`src/rtl/uart_cmd_ctrl.sv`:
```
// Host command sequencer in front of the UART core: synchronizes the host bus,
// assembles TX bytes and the prescaler from nibble pairs, and holds config/status.
module uart_cmd_ctrl #(
    parameter logic [7:0] PREDIV_RESET = 8'd1,
    parameter int         SYNC_STAGES  = 2
) (
    input  logic       clk,
    input  logic       reset,
    input  logic [6:0] io_in7,
    input  logic       io_strobe,
    output logic [7:0] tx_data,
    output logic       tx_valid,
    input  logic       tx_ready,
    output logic [7:0] io_prediv,
    output logic       io_resetCommandStrobe,
    output logic       io_gatedTxdStopBitSupport,
    output logic       io_loopback,
    output logic [1:0] status
);

    // state    | meaning
    // IDLE     | no nibble held
    // DATA_LO  | TX data low nibble held
    // PDIV_LO  | prescaler low nibble held
    localparam logic [1:0] ST_IDLE    = 2'd0;
    localparam logic [1:0] ST_DATA_LO = 2'd1;
    localparam logic [1:0] ST_PDIV_LO = 2'd2;

    localparam logic [1:0] CMD_DATA   = 2'd0;
    localparam logic [1:0] CMD_CONFIG = 2'd1;
    localparam logic [1:0] CMD_PREDIV = 2'd2;

    logic [SYNC_STAGES-1:0]      strobe_sync_q, strobe_sync_d;
    logic [SYNC_STAGES-1:0][6:0] in7_sync_q, in7_sync_d;
    logic                        strobe_prev_q, strobe_prev_d;

    logic [1:0] state_q, state_d;
    logic [3:0] nib_q, nib_d;
    logic [7:0] tx_data_q, tx_data_d;
    logic       tx_valid_q, tx_valid_d;
    logic [7:0] prediv_q, prediv_d;
    logic       rst_strb_q, rst_strb_d;
    logic       gated_q, gated_d;
    logic       loop_q, loop_d;
    logic [1:0] status_q, status_d;

    logic       cmd_fire;
    logic [1:0] cmd_op;
    logic [4:0] cmd_p;
    logic       from_idle;

    assign cmd_fire = strobe_sync_q[SYNC_STAGES-1] & ~strobe_prev_q;
    assign cmd_op   = in7_sync_q[SYNC_STAGES-1][1:0];
    assign cmd_p    = in7_sync_q[SYNC_STAGES-1][6:2];

    always_comb begin
        strobe_sync_d = {strobe_sync_q[SYNC_STAGES-2:0], io_strobe};
        in7_sync_d    = {in7_sync_q[SYNC_STAGES-2:0], io_in7};
        strobe_prev_d = strobe_sync_q[SYNC_STAGES-1];
    end

    always_comb begin
        state_d    = state_q;
        nib_d      = nib_q;
        tx_data_d  = tx_data_q;
        tx_valid_d = tx_valid_q;
        prediv_d   = prediv_q;
        rst_strb_d = 1'b0;
        gated_d    = gated_q;
        loop_d     = loop_q;
        status_d   = status_q;
        from_idle  = 1'b0;

        if (tx_valid_q && tx_ready) begin
            tx_valid_d = 1'b0;
        end

        if (cmd_fire) begin
            from_idle = 1'b1;
            case (state_q)
                ST_DATA_LO: begin
                    if (cmd_op == CMD_DATA) begin
                        from_idle = 1'b0;
                        if (!cmd_p[4]) begin
                            nib_d = cmd_p[3:0];
                        end else begin
                            state_d = ST_IDLE;
                            // a byte may load in the same cycle the core takes the previous one
                            if (!tx_valid_q || tx_ready) begin
                                tx_data_d  = {cmd_p[3:0], nib_q};
                                tx_valid_d = 1'b1;
                            end else begin
                                status_d[0] = 1'b1;
                            end
                        end
                    end else begin
                        status_d[1] = 1'b1;
                    end
                end
                ST_PDIV_LO: begin
                    if (cmd_op == CMD_PREDIV) begin
                        from_idle = 1'b0;
                        if (!cmd_p[4]) begin
                            nib_d = cmd_p[3:0];
                        end else begin
                            state_d  = ST_IDLE;
                            prediv_d = {cmd_p[3:0], nib_q};
                        end
                    end else begin
                        status_d[1] = 1'b1;
                    end
                end
                default: ;
            endcase

            // out-of-sequence commands are replayed as if from IDLE
            if (from_idle) begin
                state_d = ST_IDLE;
                case (cmd_op)
                    CMD_DATA, CMD_PREDIV: begin
                        if (cmd_p[4]) begin
                            status_d[1] = 1'b1;
                        end else begin
                            nib_d   = cmd_p[3:0];
                            state_d = (cmd_op == CMD_DATA) ? ST_DATA_LO : ST_PDIV_LO;
                        end
                    end
                    CMD_CONFIG: begin
                        if (cmd_p == 5'b11000) begin
                            rst_strb_d = 1'b1;
                            tx_valid_d = 1'b0;
                            prediv_d   = PREDIV_RESET;
                            gated_d    = 1'b0;
                            loop_d     = 1'b0;
                            status_d   = 2'b00;
                        end else if (cmd_p == 5'b11001) begin
                            status_d = 2'b00;
                        end else if (cmd_p[4:3] == 2'b10) begin
                            gated_d = cmd_p[0];
                            loop_d  = cmd_p[1];
                        end
                    end
                    default: begin
                        status_d[1] = 1'b1;
                    end
                endcase
            end
        end
    end

    always_ff @(posedge clk or negedge reset) begin
        if (!reset) begin
            strobe_sync_q <= '0;
            in7_sync_q    <= '0;
            strobe_prev_q <= 1'b0;
            state_q       <= ST_IDLE;
            nib_q         <= 4'h0;
            tx_data_q     <= 8'h00;
            tx_valid_q    <= 1'b0;
            prediv_q      <= PREDIV_RESET;
            rst_strb_q    <= 1'b0;
            gated_q       <= 1'b0;
            loop_q        <= 1'b0;
            status_q      <= 2'b00;
        end else begin
            strobe_sync_q <= strobe_sync_d;
            in7_sync_q    <= in7_sync_d;
            strobe_prev_q <= strobe_prev_d;
            state_q       <= state_d;
            nib_q         <= nib_d;
            tx_data_q     <= tx_data_d;
            tx_valid_q    <= tx_valid_d;
            prediv_q      <= prediv_d;
            rst_strb_q    <= rst_strb_d;
            gated_q       <= gated_d;
            loop_q        <= loop_d;
            status_q      <= status_d;
        end
    end

    assign tx_data                   = tx_data_q;
    assign tx_valid                  = tx_valid_q;
    assign io_prediv                 = prediv_q;
    assign io_resetCommandStrobe     = rst_strb_q;
    assign io_gatedTxdStopBitSupport = gated_q;
    assign io_loopback               = loop_q;
    assign status                    = status_q;

endmodule
```
`config.mk`:
```
export PLATFORM = sky130hd
export DESIGN_NAME = uart_cmd_ctrl
export DESIGN_NICKNAME = d
export VERILOG_FILES = /design/src/rtl/uart_cmd_ctrl.sv
export SDC_FILE = /design/constraint.sdc
export NUM_CORES = 1
export LEC_CHECK = 0
export BUFFER_PORTS_ARGS = -buffer_cell sky130_fd_sc_hd__buf_4
export CORE_MARGIN = 10
export CORE_UTILIZATION = 57
export CTS_CLUSTER_SIZE = 10
export DETAILED_ROUTE_END_ITERATION = 8
export PLACE_DENSITY = 0.8
export SETUP_SLACK_MARGIN = 0.15
export SLEW_MARGIN = 5
export SYNTH_ARGS = -nofsm -noshare
export SYNTH_HDL_FRONTEND = slang
export SYNTH_SLANG_ARGS = --single-unit
```
`constraint.sdc`:
```
create_clock -name clk -period 3.9 [get_ports clk]
set_input_delay 0.39 -clock clk [delete_from_list [all_inputs] [get_ports clk]]
set_output_delay 0.39 -clock clk [all_outputs]
set_load 0.05 [all_outputs]
```
**Word-level counts from Yosys, hierarchy flattened**

Cells that the tools add are included.

- Output and inout port bits: 22
- Register bits after elaboration: 45
- Input bits: 11
- Word-level logic and storage cells: 92

- Bitwise logic cells: 2
- Multiplexer cells: 57
- Equal/unequal tests: 10
- Reduce and logical (&&, ||, !) cells: 10

Operators with widths:

| kind | count |
|---|---|
| $mux W8 | 6 |
| $mux W1 | 30 |
| $mux W4 | 6 |
| $mux W2 | 10 |
| $eq A5 B5 Y1 const B | 2 |
| $reduce_and A5 Y1 | 2 |
| $pmux W4 S2 | 1 |
| $eq A2 B2 Y1 const B | 3 |
| $ne A3 B3 Y1 const B | 2 |
| $pmux W1 S2 | 3 |
| $eq A2 B1 Y1 const B | 2 |
| $pmux W2 S2 | 1 |
| $reduce_and A4 Y1 | 1 |
| $reduce_bool A3 Y1 | 1 |
| $logic_not A2 Y1 | 1 |
| $ne A2 B2 Y1 const B | 1 |
| $reduce_bool A2 Y1 | 1 |
| $reduce_or A2 Y1 | 1 |
| $and A1 B1 Y1 | 1 |
| $logic_and A1 B1 Y1 | 1 |
| $logic_not A1 Y1 | 1 |
| $logic_or A1 B1 Y1 | 1 |
| $not A1 Y1 | 1 |

**Logic depth before layout (Yosys ltp)**

- Depth after elaboration: 10
- Depth in mapped cells: 7
- Gate-level depth less buffers: 6

**Worst setup path after synthesis**

Ideal clock, no wire load.

- Path kind: reg2reg
- From: register state_q[0]
- To: register gated_q (netlist: io_gatedTxdStopBitSupport)
- Arrival time: 1783 ps
- Data required time: 3775 ps
- Clock period less this slack: 1908 ps
- Stages on the path, launching flop included: 8
- Library setup time: 125 ps
- Path slack: 1992 ps
- Buffers on the path: 1
- Cells stage by stage: dfrtp_1 > inv_1 > ha_1 > buf_4 > or3_4 > nand2_1 > nand4b_1 > mux2_2

- Word-level cells in the longest chain between the ends: 4
- Elaborated cells on any way between the ends: 5
- Classes of those cells: 2 x eq/ne; 2 x mux; 1 x reduce/logical

RTL lines:

| what | RTL line | text |
|---|---|---|
| start, declared | 37 | `logic [1:0] state_q, state_d;` |
| start signal, assigned | 169 | `state_q <= state_d;` |
| $eq A2 B2 Y1 / $eq A2 B1 Y1 (equally long branches) | 80 | `case (state_q)` |
| $pmux W1 S2 (*) | 80 |  |
| $mux W1 (*) | 78 | `if (cmd_fire) begin` |
| $reduce_and A5 Y1 (no source line) (*) | - |  |
| end signal, assigned | 175 | `gated_q <= gated_d;` |
| end, declared | 43 | `logic gated_q, gated_d;` |

Every way passes the cells marked *; elsewhere a longest branch is shown, timed or not. The select of a mux whose other input is x is not followed.
A chain may end at the register's enable or synchronous reset.

**Final worst setup path**

Same ends and word-level chain as after synthesis.

==> flow_metrics.env <==
export IMPL_status="complete, no violations"
export IMPL_post_cts_resized=0
export IMPL_synthCells=124
export IMPL_postSynthAreaPerCell_um2=14.1
export IMPL_end_kind="flip-flop"
export IMPL_synth_top_area_share=0.631
export IMPL_cp_depth=6
export IMPL_drc_errors=0
export IMPL_setup_tns_ps=0
export IMPL_drv_slew=0
export IMPL_layout_commonest_cell="dfrtp_1"
export IMPL_core_area_mm2=0.00300
export IMPL_wl_mm=3.17
export IMPL_drt_initial_drc_count=66
export IMPL_worstReg2RegStart="state_q[0]$_DFFE_PN0P_"
export IMPL_hold_worst_slack_ps=10.1
export IMPL_slowest_stage="ha_1"
export IMPL_r2r_end="io_gatedTxdStopBitSupport$_DFFE_PN0P_"
export IMPL_rows=20
export IMPL_rsz0062_at_grt="false"
export IMPL_n_antenna_cell=0
export IMPL_hold_buffers=0
export IMPL_initial_core_util=0.581
export IMPL_yosysUniqueCellTypes=35
export IMPL_vias=1099
export IMPL_cp_data_required_time_ps=4140
export IMPL_area_growth_synth_to_final_pct=18.5
export IMPL_setup_worst_path_class="reg -> reg"
export IMPL_num_io_pins=33
export IMPL_syn_area_mm2=0.00175
export IMPL_synthTopCellsByArea="dfrtp_1, mux2_2, mux2i_1"
export IMPL_setup_viol=0
export IMPL_dr_wl_met3_um=283
export IMPL_period_share=0.531
export IMPL_post_cts_buffers=0
export IMPL_slew_headroom=0.569
export IMPL_clk_latency_ps=350
export IMPL_vias_per_cell=5.72
export IMPL_finalCriticalPeriod_ps=2070
export IMPL_dpl_hpwl_mm=2.38
export IMPL_htree_levels=2
export IMPL_cts_tree="done"
export IMPL_maxCapViolations=0
export IMPL_nets=172
export IMPL_dieWidth_um=75.3
export IMPL_crit_chain="inv_1 -> ha_1 -> or3_4 -> nand2_1 -> nand4b_1 -> mux2_2"
export IMPL_rr_worst_depth=6
export IMPL_syn_num_nets=137
export IMPL_ant_nets=0
export IMPL_synth_seq_cells=45
export IMPL_place_congestion=0.854
export IMPL_fin_ws_ps=1830
export IMPL_clock_fmax_mhz=483
export IMPL_yosysTopAreaCell="dfrtp_1"
export IMPL_skew_ps=8.58
export IMPL_max_stage_delay_ps=400
export IMPL_cts_root_buf="clkbuf_4"
export IMPL_yosysSeqAreaShare=0.646
export IMPL_worst_pin_slew_ps=646
export IMPL_vdd_ir_drop_worst_mv=0.287
export IMPL_wl_per_cell_um=16.5
export IMPL_clock_sinks=45
export IMPL_grt_pass1_wl_mm=5.31
export IMPL_yosysWarnings=0
export IMPL_grt_pass1_vias=1122
export IMPL_ff2ff_setup_slack_ps=1830
export IMPL_crit_arrival_ps=2310
export IMPL_track_usage=0.123
export IMPL_dieArea_mm2=0.00568
export IMPL_antenna_found_initial=0
export IMPL_fillers=220
export IMPL_leakagePower_nw=1.01
export IMPL_fp_dieH_um=75.3
export IMPL_hold_path_class="in -> async"
export IMPL_io_buffers=32
export IMPL_cp_start_kind="flip-flop"
export IMPL_grt_max_degree=46
export IMPL_met1_length_mm=1.35
export IMPL_route_met2_wl_mm=1.49
export IMPL_timing_hold_violations_final=0
export IMPL_clock_path_buffers=2
export IMPL_drt_pass1_iter_count=4
export IMPL_final_cell_mix="dfrtp_1, buf_4, nor2_1"
export IMPL_cp_top_family="simple AND/OR/NAND/NOR gates"
export IMPL_crit_fanout=10
export IMPL_grt_overflow=0
export IMPL_critPathBufInv=1
export IMPL_drive_gt1_frac=0.358
export IMPL_powerDensity_mw_per_mm2=542
export IMPL_place_ws_ps=1870
export IMPL_cts_buffers=5
export IMPL_top_layer="met4"
export IMPL_clk_pin_slew_worst_paths_ps=120
sequential cells by signal (all words and copies together), names as in the netlist, 2 cells and up:
register       count
tx_data            8
nib_q              4
cmd_op             2
cmd_p              5
strobe_sync_q      2
in7_sync_d         7
io_prediv          8
status             2
state_q            2
power by group:
| part | total [mW] | internal [mW] | switching, mW |
|---|---|---|---|
| combinational | 0.291 | 0.105 | 0.185 |
| sequential | 0.565 | 0.524 | 0.0416 |
| clock | 0.264 | 0.131 | 0.134 |
worst max-delay path by stage:
stage | end | start | slack [ps]
3_5_place_dp | io_loopback$_DFFE_PN0P_ | state_q[0]$_DFFE_PN0P_ | 1870
6_report | io_gatedTxdStopBitSupport$_DFFE_PN0P_ | state_q[0]$_DFFE_PN0P_ | 1830
4_1_cts | io_loopback$_DFFE_PN0P_ | state_q[0]$_DFFE_PN0P_ | 1830
3_3_place_gp | io_loopback$_DFFE_PN0P_ | state_q[0]$_DFFE_PN0P_ | 1910
2_1_floorplan | io_gatedTxdStopBitSupport$_DFFE_PN0P_ | state_q[0]$_DFFE_PN0P_ | 1990
5_1_grt | nib_q[1]$_DFFE_PN0P_ | state_q[0]$_DFFE_PN0P_ | 1660
area by class of cell:
type                            instances  area, µm²  share of cell area
Multi-Input combinational cell         72        576               0.278
Clock buffer                            5       37.5              0.0181
Sequential cell                        45       1130               0.545
Timing Repair Buffer                   32        240               0.116
Tap cell                               33       41.3              0.0200
Inverter                                3       11.3             0.00544
Clock inverter                          2       35.0              0.0169
through the flow:
step | util | area, µm² | instances | total power, mW
5_1_grt | 0.689 | 2070 | 192 | 1.18
3_3_place_gp | 0.665 | 2000 | 185 | 0.857
3_5_place_dp | 0.665 | 2000 | 185 | 0.869
2_1_floorplan | - | 1750 | 124 | 0.774
6_report | 0.689 | 2070 | 192 | 1.12
4_1_cts | 0.689 | 2070 | 192 | 1.13
per-layer routing:
layer / track usage / vias up
met5: 0 / -
met4: 0.0433 / 0
met3: 0.0612 / 8
met2: 0.185 / 46
met1: 0.149 / 529
li1: - / 516
Yosys cell counts:
library cell,number
a211o_1,1
a21oi_1,4
a22o_1,4
a22o_2,2
and2b_1,1
and2b_2,1
buf_2,1
buf_4,2
buf_6,1
dfrtp_1,44
dfstp_2,1
ha_1,2
inv_1,3
mux2_2,10
mux2_4,1
mux2i_1,8
nand2_1,1
nand2b_1,2
nand3_1,2
nand4_1,1
nand4b_1,2
nor2_1,11
nor2b_1,2
nor3_1,4
nor3_4,2
nor3b_1,1
nor4b_1,1
o211ai_1,1
o21a_1,1
o21ai_0,2
o22a_1,1
o31ai_1,1
or3_4,1
or4_1,1
or4b_1,1
cells by family (layout without fill, tap and decap cells):
kind of cell	count (synthesis)	count (layout)	share of synthesized area
DFF	45	45	0.646
muxes	19	19	0.119
adders and majority gates	2	2	0.0143
buffers and inverters	7	42	0.0244
and+or+nand+nor	34	34	0.125
AOI/OAI and AO/OA	17	17	0.0717
worst register-to-register path, delay by kind of cell (launching register included):
kind | cells | cell delay (ps)
DFF | 1 | 390
muxes | 1 | 350
buffers and inverters | 1 | 60
adders and majority gates | 1 | 400
and+or+nand+nor | 3 | 760
Note: power is estimated with default switching activity, not from simulation.
